## config.mk

```make
export PLATFORM = sky130hd
export DESIGN_NAME = ice40_ram_fifo
export DESIGN_NICKNAME = d
export VERILOG_FILES = /design/src/rtl/ice40_ram_pkg.sv /design/src/rtl/ice40_ram_sdp.sv /design/src/rtl/ice40_ram_fifo.sv
export SDC_FILE = /design/constraint.sdc
export NUM_CORES = 2
export LEC_CHECK = 0
export ABC_AREA = 1
export ABC_CLOCK_PERIOD_IN_PS = 4059
export CELL_PAD_IN_SITES_DETAIL_PLACEMENT = 2
export CELL_PAD_IN_SITES_GLOBAL_PLACEMENT = 2
export CORE_MARGIN = 10
export CORE_UTILIZATION = 44
export CTS_CLUSTER_SIZE = 10
export DETAILED_ROUTE_END_ITERATION = 10
export PLACE_DENSITY_LB_ADDON = 0.25
export SYNTH_ARGS = -nofsm -noshare
export SYNTH_HDL_FRONTEND = slang
export SYNTH_SLANG_ARGS = --single-unit
```

## constraint.sdc

```tcl
create_clock -name CLK -period 4.06 [get_ports CLK]
set_clock_uncertainty 0.2 [all_clocks]
set_input_delay 0.812 -clock CLK [delete_from_list [all_inputs] [get_ports CLK]]
set_output_delay 0.812 -clock CLK [all_outputs]
set_load 0.03 [all_outputs]
```

## src/rtl/ice40_ram_pkg.sv

```systemverilog
// Shared helpers for the iCE40 block-RAM FIFO.
//   clog2          - ceiling log2 usable in constant expressions
//   fifo_params_ok - legality of the ice40_ram_fifo parameter set
package ice40_ram_pkg;

   function automatic int unsigned clog2(input int unsigned value);
      int unsigned r;
      r = 0;
      while ((32'd1 << r) < value) r++;
      return r;
   endfunction

   function automatic bit fifo_params_ok(input int unsigned width,
                                         input int unsigned depth,
                                         input int unsigned afull_level);
      return (width >= 1) && (width <= 32) &&
             (depth >= 2) && (depth <= 4096) && ((depth & (depth - 1)) == 0) &&
             (afull_level >= 1) && (afull_level <= depth + 1);
   endfunction

endpackage

```

## src/rtl/ice40_ram_sdp.sv

```systemverilog
// Simple dual-port RAM: one write port, one registered read port with read enable.
// Written behaviourally so synthesis maps it onto cascaded SB_RAM40_4K blocks.
//   clk    - clock for both ports
//   rst_n  - async active-low reset, clears only the read register
//   we     - write enable; waddr / wdata - write address / data
//   re     - read enable; raddr - read address
//   rdata  - registered read data, holds while re is low
module ice40_ram_sdp import ice40_ram_pkg::*; #(
   parameter int unsigned WIDTH = 16,
   parameter int unsigned DEPTH = 256,
   parameter int unsigned AW    = clog2(DEPTH)
) (
   input  logic             clk,
   input  logic             rst_n,
   input  logic             we,
   input  logic [AW-1:0]    waddr,
   input  logic [WIDTH-1:0] wdata,
   input  logic             re,
   input  logic [AW-1:0]    raddr,
   output logic [WIDTH-1:0] rdata
);

   logic [WIDTH-1:0] mem [DEPTH];
   logic [WIDTH-1:0] rdata_q;

   // Array contents are never reset, as in the block RAM itself.
   always_ff @(posedge clk) begin
      if (we) mem[waddr] <= wdata;
   end

   always_ff @(posedge clk or negedge rst_n) begin
      if (!rst_n) begin
         rdata_q <= '0;
      end else if (re) begin
         rdata_q <= mem[raddr];
      end
   end

   assign rdata = rdata_q;

endmodule

```

## src/rtl/ice40_ram_fifo.sv

```systemverilog
// Single-clock valid/ready FIFO on iCE40 block RAM. The RAM's registered read port
// is the output stage, so capacity is DEPTH + 1 words.
//   CLK, ASYNCRESETN        - clock, async active-low reset
//   FLUSH                   - synchronous clear, wins over push/pop
//   WDATA, WVALID, WREADY   - write side handshake
//   RDATA, RVALID, RREADY   - read side handshake
//   COUNT, ALMOST_FULL      - occupancy and COUNT >= AFULL_LEVEL
module ice40_ram_fifo import ice40_ram_pkg::*; #(
   parameter int unsigned WIDTH       = 16,
   parameter int unsigned DEPTH       = 256,
   parameter int unsigned AFULL_LEVEL = DEPTH - 2
) (
   input  logic                        CLK,
   input  logic                        ASYNCRESETN,
   input  logic                        FLUSH,
   input  logic [WIDTH-1:0]            WDATA,
   input  logic                        WVALID,
   output logic                        WREADY,
   output logic [WIDTH-1:0]            RDATA,
   output logic                        RVALID,
   input  logic                        RREADY,
   output logic [clog2(DEPTH+2)-1:0]   COUNT,
   output logic                        ALMOST_FULL
);

   localparam int unsigned AW  = clog2(DEPTH);
   localparam int unsigned RCW = clog2(DEPTH + 1);
   localparam int unsigned CW  = clog2(DEPTH + 2);

   localparam logic [RCW-1:0] RamFull    = RCW'(DEPTH);
   localparam logic [CW-1:0]  AfullLevel = CW'(AFULL_LEVEL);

   if (!fifo_params_ok(WIDTH, DEPTH, AFULL_LEVEL)) begin : gen_bad_params
      $error("ice40_ram_fifo: illegal WIDTH/DEPTH/AFULL_LEVEL");
   end

   logic [AW-1:0]  wr_ptr_q, wr_ptr_d;
   logic [AW-1:0]  rd_ptr_q, rd_ptr_d;
   logic [RCW-1:0] ram_count_q, ram_count_d;
   logic           rvalid_q, rvalid_d;
   logic           rst_done_q;
   logic           push, pop, issue;

   // No path from RREADY: full is judged on the RAM alone.
   assign WREADY = rst_done_q && !FLUSH && (ram_count_q != RamFull);
   assign push   = WVALID && WREADY;
   assign pop    = rvalid_q && RREADY;
   // Refill the output stage whenever it is empty or being drained this edge.
   assign issue  = !FLUSH && (ram_count_q != '0) && (!rvalid_q || RREADY);

   always_comb begin
      wr_ptr_d    = wr_ptr_q;
      rd_ptr_d    = rd_ptr_q;
      ram_count_d = ram_count_q;
      rvalid_d    = rvalid_q;
      if (FLUSH) begin
         wr_ptr_d    = '0;
         rd_ptr_d    = '0;
         ram_count_d = '0;
         rvalid_d    = 1'b0;
      end else begin
         if (push)  wr_ptr_d = wr_ptr_q + AW'(1);
         if (issue) rd_ptr_d = rd_ptr_q + AW'(1);
         ram_count_d = ram_count_q + RCW'(push) - RCW'(issue);
         if (issue) begin
            rvalid_d = 1'b1;
         end else if (pop) begin
            rvalid_d = 1'b0;
         end
      end
   end

   always_ff @(posedge CLK or negedge ASYNCRESETN) begin
      if (!ASYNCRESETN) begin
         wr_ptr_q    <= '0;
         rd_ptr_q    <= '0;
         ram_count_q <= '0;
         rvalid_q    <= 1'b0;
         rst_done_q  <= 1'b0;
      end else begin
         wr_ptr_q    <= wr_ptr_d;
         rd_ptr_q    <= rd_ptr_d;
         ram_count_q <= ram_count_d;
         rvalid_q    <= rvalid_d;
         rst_done_q  <= 1'b1;
      end
   end

   assign RVALID      = rvalid_q;
   assign COUNT       = CW'(ram_count_q) + CW'(rvalid_q);
   assign ALMOST_FULL = (COUNT >= AfullLevel);

   // Full blocks writes and empty blocks issues, so addresses never collide.
   ice40_ram_sdp #(
      .WIDTH (WIDTH),
      .DEPTH (DEPTH),
      .AW    (AW)
   ) u_ram (
      .clk   (CLK),
      .rst_n (ASYNCRESETN),
      .we    (push),
      .waddr (wr_ptr_q),
      .wdata (WDATA),
      .re    (issue),
      .raddr (rd_ptr_q),
      .rdata (RDATA)
   );

endmodule

```

Word-level counts from Yosys, hierarchy flattened. Memory sizes are Yosys's and may differ from the RTL's. A register that Yosys moved wholly into a read port is not among the register bits. Cells that the tools add are included.

Register bits: 27. RAM bits: 4096. Bits of input ports: 21. Output and inout bits: 28. Logic and storage cells: 37. Memories: 1.

$add $sub $neg: 5. Order comparisons: 1. Equal/unequal tests: 1. Muxes and demuxes: 10. Reductions and logical operators: 14.

Memories: u_ram.mem (depth 256, bits a word 16, rd ports 1, clocked after memory_dff 1, write ports 1, RTL line ice40_ram_sdp.sv:23) `logic [WIDTH-1:0] mem [DEPTH];`.

Operators with widths (count): two-way mux 8 bit (4); adder 9 x 1 -> 9 bit (2); adder 8 x 1 -> 8 bit (second input constant) (2); greater-or-equal comparator 9 x 8 -> 1 bit (second input constant) (1); two-way mux 9 bit (1); != test 9 bit (second input constant) (1); nonzero test 9 bit (1); subtractor 9 x 1 -> 9 bit (1); logical AND 1 bit (6); two-way mux 1 bit (5); nonzero test 2 bit (2); zero test 1 bit (3); nonzero test 3 bit (1); logical OR 1 bit (1).

Longest topological paths before layout.
Depth after elaboration: 7. Gate-level depth with buffers: 21. Depth with buffers taken out: 20.

Cells and area by module. A second synthesis with hierarchy kept.

Cells, all modules: 13901. Area, all modules: 167916.0 sq um.

Modules (own cells, without submodules): ice40_ram_sdp (instances 1, cells an instance 13620, area an instance 165901.6 sq um); ice40_ram_fifo (instances 1, cells an instance 281, area an instance 2014.4 sq um).

Worst setup path before layout. No wires, ideal clock.

Path kind: reg-to-output. From: reg rvalid_q (netlist: RVALID). To: out ALMOST_FULL. Arrival: 2489 ps. Required time: 3048 ps. Slack: 559 ps. Stages on the path, launching flop included: 7. Path through: dfrtp_1 -> ha_1 -> ha_1 -> nand3_1 -> xor2_1 -> nand4_1 -> o21ai_0.

Longest elaborated chain between the ends: 2.

Ends and longest elaborated chain: from (decl) (RTL line ice40_ram_fifo.sv:40) `logic rvalid_q, rvalid_d;`; from (signal assigned) (RTL line ice40_ram_fifo.sv:84) `rvalid_q <= rvalid_d;`; adder 9 x 1 -> 9 bit (RTL line ice40_ram_fifo.sv:90) `assign COUNT = CW'(ram_count_q) + CW'(rvalid_q);`; via COUNT[6] (RTL line ice40_ram_fifo.sv:22) `output logic [clog2(DEPTH+2)-1:0] COUNT,`; greater-or-equal comparator 9 x 8 -> 1 bit (RTL line ice40_ram_fifo.sv:91) `assign ALMOST_FULL = (COUNT >= AfullLevel);`; to (decl) (RTL line ice40_ram_fifo.sv:23) `output logic ALMOST_FULL`.

The timed path passes the listed nets, and every way through them passes these cells.

==> results by group <==
Power and ir drop
  • Int Power: 76.6 mW
  • Sequential Power Share: 39.3%
  • Sw Ratio: 36.8%
  • Pwr/cell area: 637 nW/um^2
  • Power consumption: 121 mW
  • VDD IR-drop max: 0.511 mV
  • Clock group share of total power: 31.9%
  • Leak: 67.8 nW
  • NetSw: 44.6 mW
  • Combinational Power Share: 28.9%

STA
  • Max-slew violation count: 0
  • Fin. Hold Viols: 0
  • Tcrit/Tclk final: 103%
  • Post-layout min period: 4.20 ns
  • Unrepaired setup endpoints after global routing: yes
  • Setup violators final: 2
  • Slew @ Worst Pin: 1.19 ns
  • Final worst setup slack: -0.137 ns
  • TNS Setup: -0.186 ns
  • Max frequency: 238 MHz
  • Hold Worst Slack: 0.0521 ns
  • Slew margin rel.: 21.0%

Synth
  • Synth Cell Area: 168000 sq um
  • Library cells used by synthesis: 34
  • Yosys warns: 0
  • Sequential area share after synthesis: 74.1%
  • Syn Nets: 14100
  • Synth Register Bits: 4139
  • Cells after Synth: 14000
  • Syn Area/Cell: 11.9 sq um

Place
  • Detailed placer's ending HPWL: 399 mm
  • Port buffer count: 48
  • Global placement routability congestion: 0.877

Die
  • DIE WIDTH: 637 um
  • Starting Density: 44.2%
  • Area of the die: 406000 sq um
  • Ports: 49
  • Core region area: 379000 sq um
  • Site row count: 226
  • Die height: 637 um

Clock network
  • Max Root-Sink Buffers: 4
  • CTS Root Buffer Type: clkbuf_16
  • CTS clk-pin slew, worst paths: 0.06 ns
  • Clock Latency Late Sink: 1.03 ns
  • # clock sinks: 4139
  • TritonCTS clock tree: built
  • Num CTS Buffers: 468
  • H-tree levels: 5

Min path
  • Hold WC Path Type: primary input to register

Worst setup path
  • CP Capture Type: register
  • Setup CP Type: register to register
  • CP Launch Type: register
  • Worst Path Max Fanout: 120
  • Worst EP arrival: 4.91 ns
  • Critical path required time: 4.77 ns

Routing
  • DRC Markers: 0
  • Number of vias per cell: 6.26
  • DRT iter0 DRCs: 16000
  • Drt first pass iters: 5
  • Drt total wl: 677 mm
  • Via count: 122000
  • Post-route ant nets: 0
  • WL/cell: 34.6 um

Run
  • Maximum Capacitance Violations: 0

Global routing
  • Gr usage total: 32.2%
  • First-pass GRT wire length: 966 mm
  • Vias in the first global route: 133000
  • Grt ovf: 0
  • Initial antenna violation count: 47
  • Pin count of the biggest net entering global routing: 141

Run status
  • Status: finished, violations left
  • Failing checks: setup timing

Cells and area
  • Commonest non-fill, non-tap cell in the layout: nand2_1
  • # nets final: 14400
  • P&R area growth vs syn: 13.6%
  • Share of layout cells above drive strength 1: 8.71%
  • FILL cells: 36200
  • Most frequent cells in the layout: nand2_1, edfxtp_1, nand3_1, clkbuf_16, buf_4
==> sequential cells by signal, indices dropped and copies added, names as in the netlist <==
signal       count
u_ram.mem     4096
rst_done_q       1
rd_ptr_q         8
u_ram.rdata     16
RVALID           1
ram_count_q      9
wr_ptr_q         8
==> stage by stage <==
stage | utilization, % | instance area (sq um) | instances | setup WS, ns
after CTS | 50.2 | 190000 | 19500 | 0.0246
after detailed placement | 46.7 | 177000 | 18900 | -0.0663
after global placement | 46.7 | 177000 | 18900 | -0.355
after global routing | 50.2 | 190000 | 19500 | -0.0480
final | 50.2 | 190000 | 19600 | -0.137
after floorplan | - | 168000 | 14000 | 0.559
==> metal layers <==
| metal | up-vias | wire [um] | GRT usage (%) |
|---|---|---|---|
| met5 | - | 182 | 0 |
| met2 | 6444 | 328000 | 53.8 |
| met3 | 1701 | 54900 | 5.13 |
| li1 | 49900 | - | - |
| met4 | 26 | 39100 | 16.0 |
| met1 | 64200 | 255000 | 40.9 |
==> repair_timing <==
item                                   CTS  global route
resized for setup                       12             8
endpoints found under the hold margin   37             0
setup buffers                            0             3
gates cloned                             0             2
hold buffers                             3             0
setup endpoints to repair                5             8
pin swaps                                0             1
==> power by group through the flow <==
stage	sequential (mW)	combinational (mW)	clock (mW)
final	47.6	35.0	38.6
after CTS	47.5	34.5	38.9
after floorplan	48.2	18.8	0
after global placement	48.4	31.8	0
after detailed placement	48.4	33.7	0
after global routing	47.5	37.0	40.4
==> area by class of cell <==
cell class                      instances  area, sq um  share of cell area, %
Inverter                               53          270                  0.142
Timing Repair Buffer                  720         8090                   4.25
Antenna cell                           20         50.0                 0.0263
Timing Repair inverter                  2         22.5                 0.0118
Multi-Input combinational cell       8938        38500                   20.3
Tap cell                             5016         6280                   3.30
Clock buffer                          615        12400                   6.54
Sequential cell                      4139       124000                   65.2
Clock inverter                         52          546                  0.287
==> logic make-up (layout without fill, tap and decap cells) <==
| kind of cell | count (synthesis) | in the layout | synth area share, % |
|---|---|---|---|
| simple gates | 8579 | 8579 | 21.7 |
| flops | 4139 | 4139 | 74.1 |
| xor+xnor | 12 | 12 | 0.0627 |
| buf+inv | 967 | 1442 | 3.03 |
| fa+ha+maj | 26 | 26 | 0.199 |
| compound gates | 320 | 320 | 0.974 |
| other cells | 1 | 21 | 0.00224 |
==> worst max-delay path, stage by stage, from the launching register on <==
cell and delay, ns:
dfrtp_4 0.76, clkinv_16 0.40, buf_12 0.35, nand2_1 0.19
nand3_1 0.09, nand3_1 0.12, nand3_1 0.21, nand3_1 0.21
nand3_1 0.25, nand3_1 0.27, nand3_1 0.36, nand3_1 0.26
nand2_1 0.10
==> worst paths after layout <==
check                                        start                           to  slack (ns)  cells past startpoint
setup / recovery           rd_ptr_q[0]$_DFFE_PN0P_   u_ram.rdata[9]$_DFFE_PN0P_       -0.14                     12
hold / removal                            WDATA[5]   u_ram.mem[74][5]$_DFFE_PP_        0.05                      1
min in group asynchronous              ASYNCRESETN         rst_done_q$_DFF_PN0_        0.27                      2
max in group asynchronous              ASYNCRESETN  u_ram.rdata[14]$_DFFE_PN0P_        2.45                      3
hold reg to reg            wr_ptr_q[5]$_DFFE_PN0P_      wr_ptr_q[5]$_DFFE_PN0P_        0.45                      2
setup reg to reg           rd_ptr_q[0]$_DFFE_PN0P_   u_ram.rdata[9]$_DFFE_PN0P_       -0.14                     12
==> cell usage after synthesis <==
| cell type | count | area, sq um |
|---|---|---|
| nand2_1 | 5007 | 18800 |
| edfxtp_1 | 4096 | 123000 |
| nand3_1 | 3261 | 16300 |
| buf_2 | 572 | 2860 |
| nor2_1 | 297 | 1110 |
| a21oi_1 | 286 | 1430 |
| buf_4 | 165 | 1240 |
| clkbuf_1 | 106 | 398 |
| buf_1 | 56 | 210 |
| inv_1 | 47 | 176 |
| dfrtp_1 | 43 | 1080 |
| ha_1 | 25 | 313 |
| o21ai_0 | 20 | 100 |
| buf_6 | 15 | 169 |
| xor2_1 | 11 | 96.3 |
| nand4_1 | 8 | 50.1 |
| o22ai_1 | 4 | 25.0 |
| a21boi_0 | 3 | 22.5 |
| clkinv_1 | 3 | 11.3 |
| nor3_1 | 3 | 15.0 |
| o211ai_1 | 3 | 22.5 |
| a311oi_1 | 1 | 8.76 |
| a31oi_1 | 1 | 6.26 |
| and2_1 | 1 | 6.26 |
| conb_1 | 1 | 3.75 |
| fa_1 | 1 | 20.0 |
| inv_2 | 1 | 3.75 |
| inv_4 | 1 | 6.26 |
| inv_6 | 1 | 8.76 |
| nor2_2 | 1 | 6.26 |
| nor3b_1 | 1 | 7.51 |
| o21a_1 | 1 | 7.51 |
| o31ai_1 | 1 | 7.51 |
| xnor2_1 | 1 | 8.76 |
Note: power is estimated with default switching activity, not from simulation.
